**src/rtl/hs_rr_arbiter_if.sv**
```systemverilog
// Handshake bundle between four beat requesters, the arbiter and one downstream sink.
// The slave modport is the arbiter side; the master modport is the requesters plus the sink.
interface hs_rr_arbiter_if #(
   parameter int WIDTH = 9
);
   logic [3:0]         s_vaild;
   logic [4*WIDTH-1:0] s_data;
   logic [3:0]         s_ready;
   logic               m_vaild;
   logic [WIDTH-1:0]   m_data;
   logic               m_ready;
   logic [3:0]         grant;
   logic               busy;

   modport slave (
      input  s_vaild, s_data, m_ready,
      output s_ready, m_vaild, m_data, grant, busy
   );

   modport master (
      output s_vaild, s_data, m_ready,
      input  s_ready, m_vaild, m_data, grant, busy
   );
endinterface

```
**src/rtl/hs_rr_arbiter.sv**
```systemverilog
// Four-way round-robin burst arbiter merging valid/ready beat streams onto one output.
// Macro ARB_SKID_EN selects a registered 2-entry skid output stage instead of the combinational pass-through.
module hs_rr_arbiter #(
   parameter int WIDTH = 9,
   parameter int BURST = 16
) (
   input logic            clk,
   input logic            s_rst,
   hs_rr_arbiter_if.slave bus
);
   typedef enum logic {IDLE, LOCK} state_t;

   localparam logic [7:0] LAST = 8'(BURST - 1);

   state_t           state, state_nxt;
   logic [1:0]       ptr, ptr_nxt;
   logic [1:0]       owner, owner_nxt;
   logic [7:0]       count, count_nxt;
   logic             owner_vld;
   logic             owner_rdy;
   logic             owner_xfer;
   logic [WIDTH-1:0] owner_data;

   // First requesting index at or after start, wrapping mod 4.
   function automatic logic [1:0] rr_pick(input logic [3:0] req, input logic [1:0] start);
      logic [1:0] pick;
      logic [1:0] cand;
      pick = start;
      for (int k = 3; k >= 0; k--) begin
         cand = start + 2'(k);
         if (req[cand]) pick = cand;
      end
      return pick;
   endfunction

   always_comb begin
      owner_vld  = bus.s_vaild[owner];
      owner_data = bus.s_data[int'(owner)*WIDTH +: WIDTH];
      owner_xfer = (state == LOCK) && owner_vld && owner_rdy;
      bus.grant  = (state == LOCK) ? (4'b0001 << owner) : 4'b0000;
      bus.s_ready = bus.grant & {4{owner_rdy}};
   end

   always_comb begin
      state_nxt = state;
      ptr_nxt   = ptr;
      owner_nxt = owner;
      count_nxt = count;
      case (state)
         IDLE: begin
            if (|bus.s_vaild) begin
               state_nxt = LOCK;
               owner_nxt = rr_pick(bus.s_vaild, ptr);
               count_nxt = '0;
            end
         end
         LOCK: begin
            if (owner_xfer) count_nxt = count + 8'd1;
            // Release always lands in IDLE, so a new owner is chosen one cycle later.
            if (!owner_vld || (owner_xfer && count == LAST)) begin
               state_nxt = IDLE;
               ptr_nxt   = owner + 2'd1;
            end
         end
         default: state_nxt = IDLE;
      endcase
   end

   always_ff @(posedge clk or negedge s_rst) begin
      if (!s_rst) begin
         state <= IDLE;
         ptr   <= '0;
         owner <= '0;
         count <= '0;
      end else begin
         state <= state_nxt;
         ptr   <= ptr_nxt;
         owner <= owner_nxt;
         count <= count_nxt;
      end
   end

`ifdef ARB_SKID_EN
   logic             out_vld_p1;
   logic [WIDTH-1:0] out_data_p1;
   logic             skid_vld_p0;
   logic [WIDTH-1:0] skid_data_p0;

   // Ready is a pure flop output: the skid slot absorbs the beat accepted while the output stalls.
   assign owner_rdy = !skid_vld_p0;

   // ---- p0 (skid slot) -> p1 (output register) ----
   always_ff @(posedge clk or negedge s_rst) begin
      if (!s_rst) begin
         out_vld_p1   <= 1'b0;
         out_data_p1  <= '0;
         skid_vld_p0  <= 1'b0;
         skid_data_p0 <= '0;
      end else if (!out_vld_p1 || bus.m_ready) begin
         if (skid_vld_p0) begin
            out_vld_p1  <= 1'b1;
            out_data_p1 <= skid_data_p0;
            skid_vld_p0 <= 1'b0;
         end else begin
            out_vld_p1 <= owner_xfer;
            if (owner_xfer) out_data_p1 <= owner_data;
         end
      end else if (owner_xfer) begin
         skid_vld_p0  <= 1'b1;
         skid_data_p0 <= owner_data;
      end
   end

   always_comb begin
      bus.m_vaild = out_vld_p1;
      bus.m_data  = out_data_p1;
      bus.busy    = (state == LOCK) || out_vld_p1 || skid_vld_p0;
   end
`else
   assign owner_rdy = bus.m_ready;

   always_comb begin
      bus.m_vaild = (state == LOCK) && owner_vld;
      bus.m_data  = (state == LOCK) ? owner_data : '0;
      bus.busy    = (state == LOCK);
   end
`endif
endmodule

```
**src/flat_wrapper.sv**
```systemverilog
// flat-port wrapper written by rule: the top's interface ports become plain ports
module hs_rr_arbiter_flat 
#(
   parameter int WIDTH = 9,
   parameter int BURST = 16
)
  (clk, s_rst, bus_s_vaild, bus_s_data, bus_m_ready, bus_s_ready, bus_m_vaild, bus_m_data, bus_grant, bus_busy);
  hs_rr_arbiter_if #(.WIDTH(WIDTH)) bus_i ();
  input logic clk;
  input logic s_rst;
  input wire logic [$bits(bus_i.s_vaild)-1:0] bus_s_vaild;
  input wire logic [$bits(bus_i.s_data)-1:0] bus_s_data;
  input wire logic [$bits(bus_i.m_ready)-1:0] bus_m_ready;
  output wire logic [$bits(bus_i.s_ready)-1:0] bus_s_ready;
  output wire logic [$bits(bus_i.m_vaild)-1:0] bus_m_vaild;
  output wire logic [$bits(bus_i.m_data)-1:0] bus_m_data;
  output wire logic [$bits(bus_i.grant)-1:0] bus_grant;
  output wire logic [$bits(bus_i.busy)-1:0] bus_busy;
  assign bus_i.s_vaild = bus_s_vaild;
  assign bus_i.s_data = bus_s_data;
  assign bus_i.m_ready = bus_m_ready;
  assign bus_s_ready = bus_i.s_ready;
  assign bus_m_vaild = bus_i.m_vaild;
  assign bus_m_data = bus_i.m_data;
  assign bus_grant = bus_i.grant;
  assign bus_busy = bus_i.busy;
  hs_rr_arbiter #(.WIDTH(WIDTH), .BURST(BURST)) u_core (.clk(clk), .s_rst(s_rst), .bus(bus_i));
endmodule
```
**config.mk**
```make
export PLATFORM = sky130hd
export DESIGN_NAME = hs_rr_arbiter_flat
export DESIGN_NICKNAME = d
export VERILOG_FILES = /design/src/rtl/hs_rr_arbiter_if.sv /design/src/rtl/hs_rr_arbiter.sv /design/src/flat_wrapper.sv
export SDC_FILE = /design/constraint.sdc
export NUM_CORES = 1
export LEC_CHECK = 0
export ABC_AREA = 1
export CORE_ASPECT_RATIO = 1.25
export CORE_MARGIN = 4
export CORE_UTILIZATION = 43
export CTS_BUF_LIST = sky130_fd_sc_hd__clkbuf_8
export DETAILED_ROUTE_END_ITERATION = 8
export GPL_TIMING_DRIVEN = 0
export HOLD_SLACK_MARGIN = 0.06
export PLACE_DENSITY = 0.8
export RECOVER_POWER = 25
export SYNTH_ARGS = -nofsm -noshare
export SYNTH_HDL_FRONTEND = slang
export SYNTH_SLANG_ARGS = --single-unit
```
**constraint.sdc**
```tcl
create_clock -name clk -period 1.8 [get_ports clk]
set_input_delay 0.27 -clock clk [delete_from_list [all_inputs] [get_ports clk]]
set_output_delay 0.27 -clock clk [all_outputs]
set_load 0.02 [all_outputs]
```
==> impl_metrics.tcl, run 1 <==
set metrics [dict create \
    detail-route-antenna-nets 0 \
    insertion_delay_ns 0.25 \
    clockRootBuffer "sky130_fd_sc_hd__clkbuf_8" \
    syn-instance-count 233 \
    num_rows 22 \
    holdCritPathClass "in -> async" \
    critical_path_arrival_ns 1.48 \
    regToRegSetupSlack_ns 0.33 \
    r2r-end "u_core.count[4]" \
    clock_path_buffers 2 \
    ir_worst_vdd_mv 0.919 \
    status "finished clean" \
    diodes 0 \
    path_clk_slew_ns 0.06 \
    tritoncts_clock_tree "built" \
    synthDominantAreaCellType "sky130_fd_sc_hd__dfrtp_1" \
    via_count_of_the_first_global_routing_pass 1557 \
    avgSynthCellArea_um2 5.68 \
    nNetsFinal 354 \
    timing.critical_path.from_type "flip-flop" \
    maxSlewViolCount 0 \
    share_of_post_route_cells_with_drive_strength_above_1 0.151 \
    post-synth-top-area-fraction 0.246 \
    critical_path.startpoint "u_core.owner[0]" \
    dp_hpwl_um 3310 \
    routabilityCongestion 0.827 \
    drc 0 \
    yosys_register_bits 13 \
    number_of_antenna_violations_at_the_first_check_in_global_routing 0 \
    fin_crit_sh 0.972 \
    grt_setup_unrepaired "true" \
    worst-endpoint-required_ns 1.53 \
    die-area_mm2 0.00404 \
    finalWorstPathRequiredPeriod_ns 1.75 \
    cp-end-kind "output pin" \
    port_buffers 61 \
    top_library_cells_by_usage_in_the_layout_fill_and_taps_aside "sky130_fd_sc_hd__nand2_1, sky130_fd_sc_hd__nor2_1, sky130_fd_sc_hd__clkdlybuf4s50_1" \
    power.static_leakage_nw 1.08 \
    floorplan.initialDensity 0.449 \
    post_synthesis_instance_area_mm2 0.00132 \
    cts_hold_buffers 0 \
    design.core.area_mm2 0.00295 \
    drtPass1Iterations 4 \
    detailroute.via_count 1655 \
    chipHeight_um 70.0 \
    setup_violations 0 \
    synth_cell_type_count 21 \
    top_level_ports 62 \
    fillCellCount 275 \
    crit_path_max_fanout 7 \
    track_usage 0.211 \
    cts_buffers 3 \
    routed_wire_length_per_instance_um 12.3 \
    synth.top_cells.by_area "sky130_fd_sc_hd__dfrtp_1, sky130_fd_sc_hd__nand2_1, sky130_fd_sc_hd__nor2_1" \
    grt_max_degree 14 \
    drt_wl_total_um 4210 \
    most_common_library_cell_in_the_layout_ignoring_fill_and_taps "sky130_fd_sc_hd__nand2_1" \
    clock.fmax_mhz 571 \
    grt_pass1_wl_um 6870 \
    globalRouteOverflowTotal 0 \
    worst_slew_pin_slew_ns 0.618 \
    critical_path_class "reg -> out" \
    synthesis.yosys.warnings 0 \
    reg2regPathDepth 10 \
    cap_violations 0 \
    syn_to_final_growth_pct 55.6 \
    die_width_um 57.6 \
    initialDrtViolationCount 50 \
    final_util 0.699 \
    clock-sinks 13 \
    whs_ns 0.471 \
    total_count_of_hold_check_failures_in_the_final_report 0 \
    timing.slew.headroom 0.587 \
    synth.net_count 281 \
    cellPowerDensity_mw_per_mm2 1500 \
    fin_skew_ns 0.00246 \
    synth_seq_area_share 0.246 \
    via_per_inst 4.85 \
    r2r_start "u_core.owner[0]" \
    cts-htree-levels 1 \
    critPathCapture "bus_m_data[3]" \
]
## stage by stage
step           instances  instance area, µm²  TNS, ns  total power, mW  setup WS (ns)
6_report             341                2060        0             3.10         0.0496
5_1_grt              341                2060   -0.206             3.40        -0.0495
4_1_cts              335                2030        0             2.95        0.00125
3_5_place_dp         330                1980    -5.92             2.73         -0.398
3_3_place_gp         330                1980    -5.67             2.71         -0.389
2_1_floorplan        233                1320        0             1.91          0.209
## per-layer routing
layer,part of all wire,GRT usage
met1,0.43,0.229
met2,0.52,0.389
met3,0.030,0.0333
met4,0.029,0.0876
met5,0,0
## synthesized netlist by cell type (all sizes together)
master,count
nor3,3
dfrtp,13
ha,5
nand3,14
nor2,52
nand4,3
a31oi,2
xor2,1
clkbuf,5
inv,28
nand2,63
buf,5
o21ai,28
a21oi,11
## flip-flops by register name, summed over array words and instances, names as in the netlist
| signal | flops |
|---|---|
| u_core.owner | 2 |
| u_core.count | 8 |
| u_core.bus.busy | 1 |
| u_core.ptr | 2 |
## worst max-delay path, cell delays in order (launching register included)
cell	delay [ns]
sky130_fd_sc_hd__dfrtp_2	0.41
sky130_fd_sc_hd__buf_6	0.15
sky130_fd_sc_hd__buf_4	0.13
sky130_fd_sc_hd__nor2_1	0.04
sky130_fd_sc_hd__nor2_1	0.07
sky130_fd_sc_hd__o21ai_0	0.08
sky130_fd_sc_hd__a21oi_1	0.17
sky130_fd_sc_hd__buf_4	0.17
## cell families after synthesis
family                     Yosys count  share of synthesized area
DFF                                 13                      0.246
and+or+nand+nor                    135                      0.420
AOI/OAI and AO/OA                   41                      0.160
adders and majority gates            5                     0.0473
buffers and inverters               38                      0.121
xor gates and xnor gates             1                    0.00662
## how the worst min path moves through the flow
stage / startpoint / to / slack, ns / depth (start not counted)
floorplan: s_rst / u_core.bus.busy / -0.03 / 0
global placement: u_core.count[3] / u_core.count[3] / 0.57 / 3
detailed placement: u_core.count[7] / u_core.count[7] / 0.59 / 2
CTS: s_rst / u_core.count[2] / 0.41 / 1
global route: s_rst / u_core.count[2] / 0.52 / 1
finish: s_rst / u_core.count[2] / 0.47 / 1
## cell type report
type                            count  area [µm²]  share of cell area
Multi-Input combinational cell    182         838               0.407
Timing Repair Buffer               68         602               0.292
Sequential cell                    13         327               0.159
Inverter                           28         105              0.0510
Buffer                             10        96.3              0.0468
Tap cell                           36        45.0              0.0219
Clock buffer                        3        41.3              0.0200
Clock inverter                      1        5.00             0.00243
## power by group
part	leakage, nW	internal (mW)	switching [mW]
Combinational	0.887	0.968	1.40
Sequential	0.168	0.378	0.0787
Clock	0.0255	0.154	0.122
## timing repair
| item | 4_1_cts | 5_1_grt |
|---|---|---|
| gates cloned | 0 | 1 |
| resized for setup | 69 | 24 |
| endpoints found under the setup margin | 18 | 16 |
| endpoints found under the hold margin | 0 | 0 |
| buffers inserted | 1 | 5 |
| pin swaps | 0 | 4 |
(Power assumes the default switching activity.)
==> inputs of run 2 (changes only) <==
clock period = 1.7 ns   (was 1.8 ns; I/O delays follow)
==> impl_metrics.tcl, run 2 (synthesized netlist as in run 1, its figures left out) <==
set metrics [dict create \
    status "finished with violations" \
    violations_in_the_final_reports "setup timing" \
    grt_pass1_wl_um 7110 \
    clock_path_buffers 2 \
    tritoncts_clock_tree "built" \
    design.core.area_mm2 0.00295 \
    drtPass1Iterations 4 \
    cap_violations 0 \
    finalPower_mw 3.43 \
    cellPowerDensity_mw_per_mm2 1630 \
    holdCritPathClass "in -> async" \
    worst_slew_pin_slew_ns 0.612 \
    floorplan.initialDensity 0.449 \
    internal_power_mw 1.68 \
    diodes 0 \
    share_of_post_route_cells_with_drive_strength_above_1 0.177 \
    total_count_of_hold_check_failures_in_the_final_report 0 \
    port_buffers 61 \
    cp-end-kind "output pin" \
    routed_wire_length_per_instance_um 13.0 \
    largest_register_ff_count 8 \
    timing.critical_path.from_type "flip-flop" \
    grt_setup_unrepaired "true" \
    grt_max_degree 14 \
    via_per_inst 4.93 \
    clock.fmax_mhz 573 \
    detailroute.via_count 1680 \
    routabilityCongestion 0.827 \
    globalRouteOverflowTotal 0 \
    most_common_library_cell_in_the_layout_ignoring_fill_and_taps "sky130_fd_sc_hd__nand2_1" \
    power_switching_mw 1.76 \
    fin_crit_sh 1.03 \
    track_usage 0.218 \
    top_level_ports 62 \
    die_width_um 57.6 \
    relative_contribution_of_combinational_cells_to_total_power 0.773 \
    power.switching_fraction 0.511 \
    drt_wl_total_um 4420 \
    detail-route-antenna-nets 0 \
    clockPowerShare 0.086 \
    via_count_of_the_first_global_routing_pass 1612 \
    ir_worst_vdd_mv 0.989 \
    worst-endpoint-required_ns 1.44 \
    clock-sinks 13 \
    critical_path_arrival_ns 1.49 \
    crit_path_max_fanout 6 \
    top_library_cells_by_usage_in_the_layout_fill_and_taps_aside "sky130_fd_sc_hd__nand2_1, sky130_fd_sc_hd__nor2_1, sky130_fd_sc_hd__clkdlybuf4s50_1" \
    initialDrtViolationCount 51 \
    syn_to_final_growth_pct 59.3 \
    insertion_delay_ns 0.25 \
    finalWorstPathRequiredPeriod_ns 1.74 \
    critical_path_class "reg -> out" \
    setup_violations 5 \
    top_regs "u_core.count: 8 flops, u_core.owner: 2 flops, u_core.ptr: 2 flops" \
    path_clk_slew_ns 0.06 \
    nNetsFinal 354 \
    timing.slew.headroom 0.591 \
    chipHeight_um 70.0 \
    cts_buffers 3 \
    maxSlewViolCount 0 \
    cts-htree-levels 1 \
    drc 0 \
    fin_skew_ns 0.000368 \
    num_rows 22 \
    postLayoutSetupSlackWorst_ns -0.0439 \
    power.static_leakage_nw 1.09 \
    fillCellCount 270 \
    number_of_antenna_violations_at_the_first_check_in_global_routing 0 \
    clockRootBuffer "sky130_fd_sc_hd__clkbuf_8" \
    die-area_mm2 0.00404 \
    register_name_with_the_most_flops "u_core.count" \
    seq_power_share 0.142 \
    dp_hpwl_um 3310 \
    final_util 0.716 \
]
==> run 2: timing repair <==
item,4_1_cts,5_1_grt
gates cloned,1,0
hold buffers,0,0
endpoints found under the setup margin,18,16
pin swaps,4,9
setup buffers,4,2
gates resized for setup,91,35
==> run 2: area by class of cell <==
| type | count | area (µm²) | area share |
|---|---|---|---|
| Buffer | 10 | 98.8 | 0.0469 |
| Tap cell | 36 | 45.0 | 0.0214 |
| Inverter | 28 | 105 | 0.0499 |
| Multi-Input combinational cell | 182 | 861 | 0.408 |
| Sequential cell | 13 | 327 | 0.155 |
| Clock inverter | 1 | 5.00 | 0.00237 |
| Clock buffer | 3 | 41.3 | 0.0196 |
| Timing Repair Buffer | 68 | 626 | 0.297 |
==> run 2: final timing paths <==
path / from / end / slack [ns] / depth (start not counted)
worst max-delay path: u_core.owner[0] / bus_m_data[8] / -0.04 / 7
worst min-delay path: s_rst / u_core.count[0] / 0.45 / 1
worst max register to register: u_core.owner[0] / u_core.count[4] / 0.22 / 10
worst min register to register: u_core.count[7] / u_core.count[7] / 0.60 / 2
max in group asynchronous: s_rst / u_core.owner[0] / 0.81 / 1
min in group clk: bus_s_vaild[2] / u_core.bus.busy / 0.49 / 3
==> run 2: stage by stage <==
stage                     worst slack [ns]  TNS, ns  instance area [µm²]  hold slack (ns)  instances
after floorplan                      0.124        0                 1320          -0.0406        233
after global placement              -0.474    -7.28                 1980            0.575        330
after detailed placement            -0.483    -7.77                 1980            0.594        330
after CTS                          -0.0114  -0.0114                 2070            0.399        339
after global routing                -0.121    -1.00                 2110            0.501        341
final                              -0.0439   -0.134                 2110            0.453        341
==> run 2: power groups by stage <==
stage	logic [mW]	clock network, mW	registers (mW)
2_1_floorplan	1.55	0	0.480
3_3_place_gp	2.38	0	0.483
3_5_place_dp	2.41	0	0.486
4_1_cts	2.51	0.294	0.479
5_1_grt	2.94	0.308	0.495
6_report	2.65	0.293	0.486
==> run 2: critical path, cell delays in order (launching register included) <==
cell,delay [ns]
sky130_fd_sc_hd__dfrtp_2,0.42
sky130_fd_sc_hd__buf_6,0.16
sky130_fd_sc_hd__buf_6,0.13
sky130_fd_sc_hd__nor2_4,0.04
sky130_fd_sc_hd__nor2_2,0.12
sky130_fd_sc_hd__o21ai_1,0.07
sky130_fd_sc_hd__a21oi_1,0.13
sky130_fd_sc_hd__buf_4,0.16
==> run 2: routing by layer <==
layer	wire, µm	track usage
met1	1790	0.242
met2	2410	0.396
met3	123	0.0370
met4	101	0.0902
met5	0	0
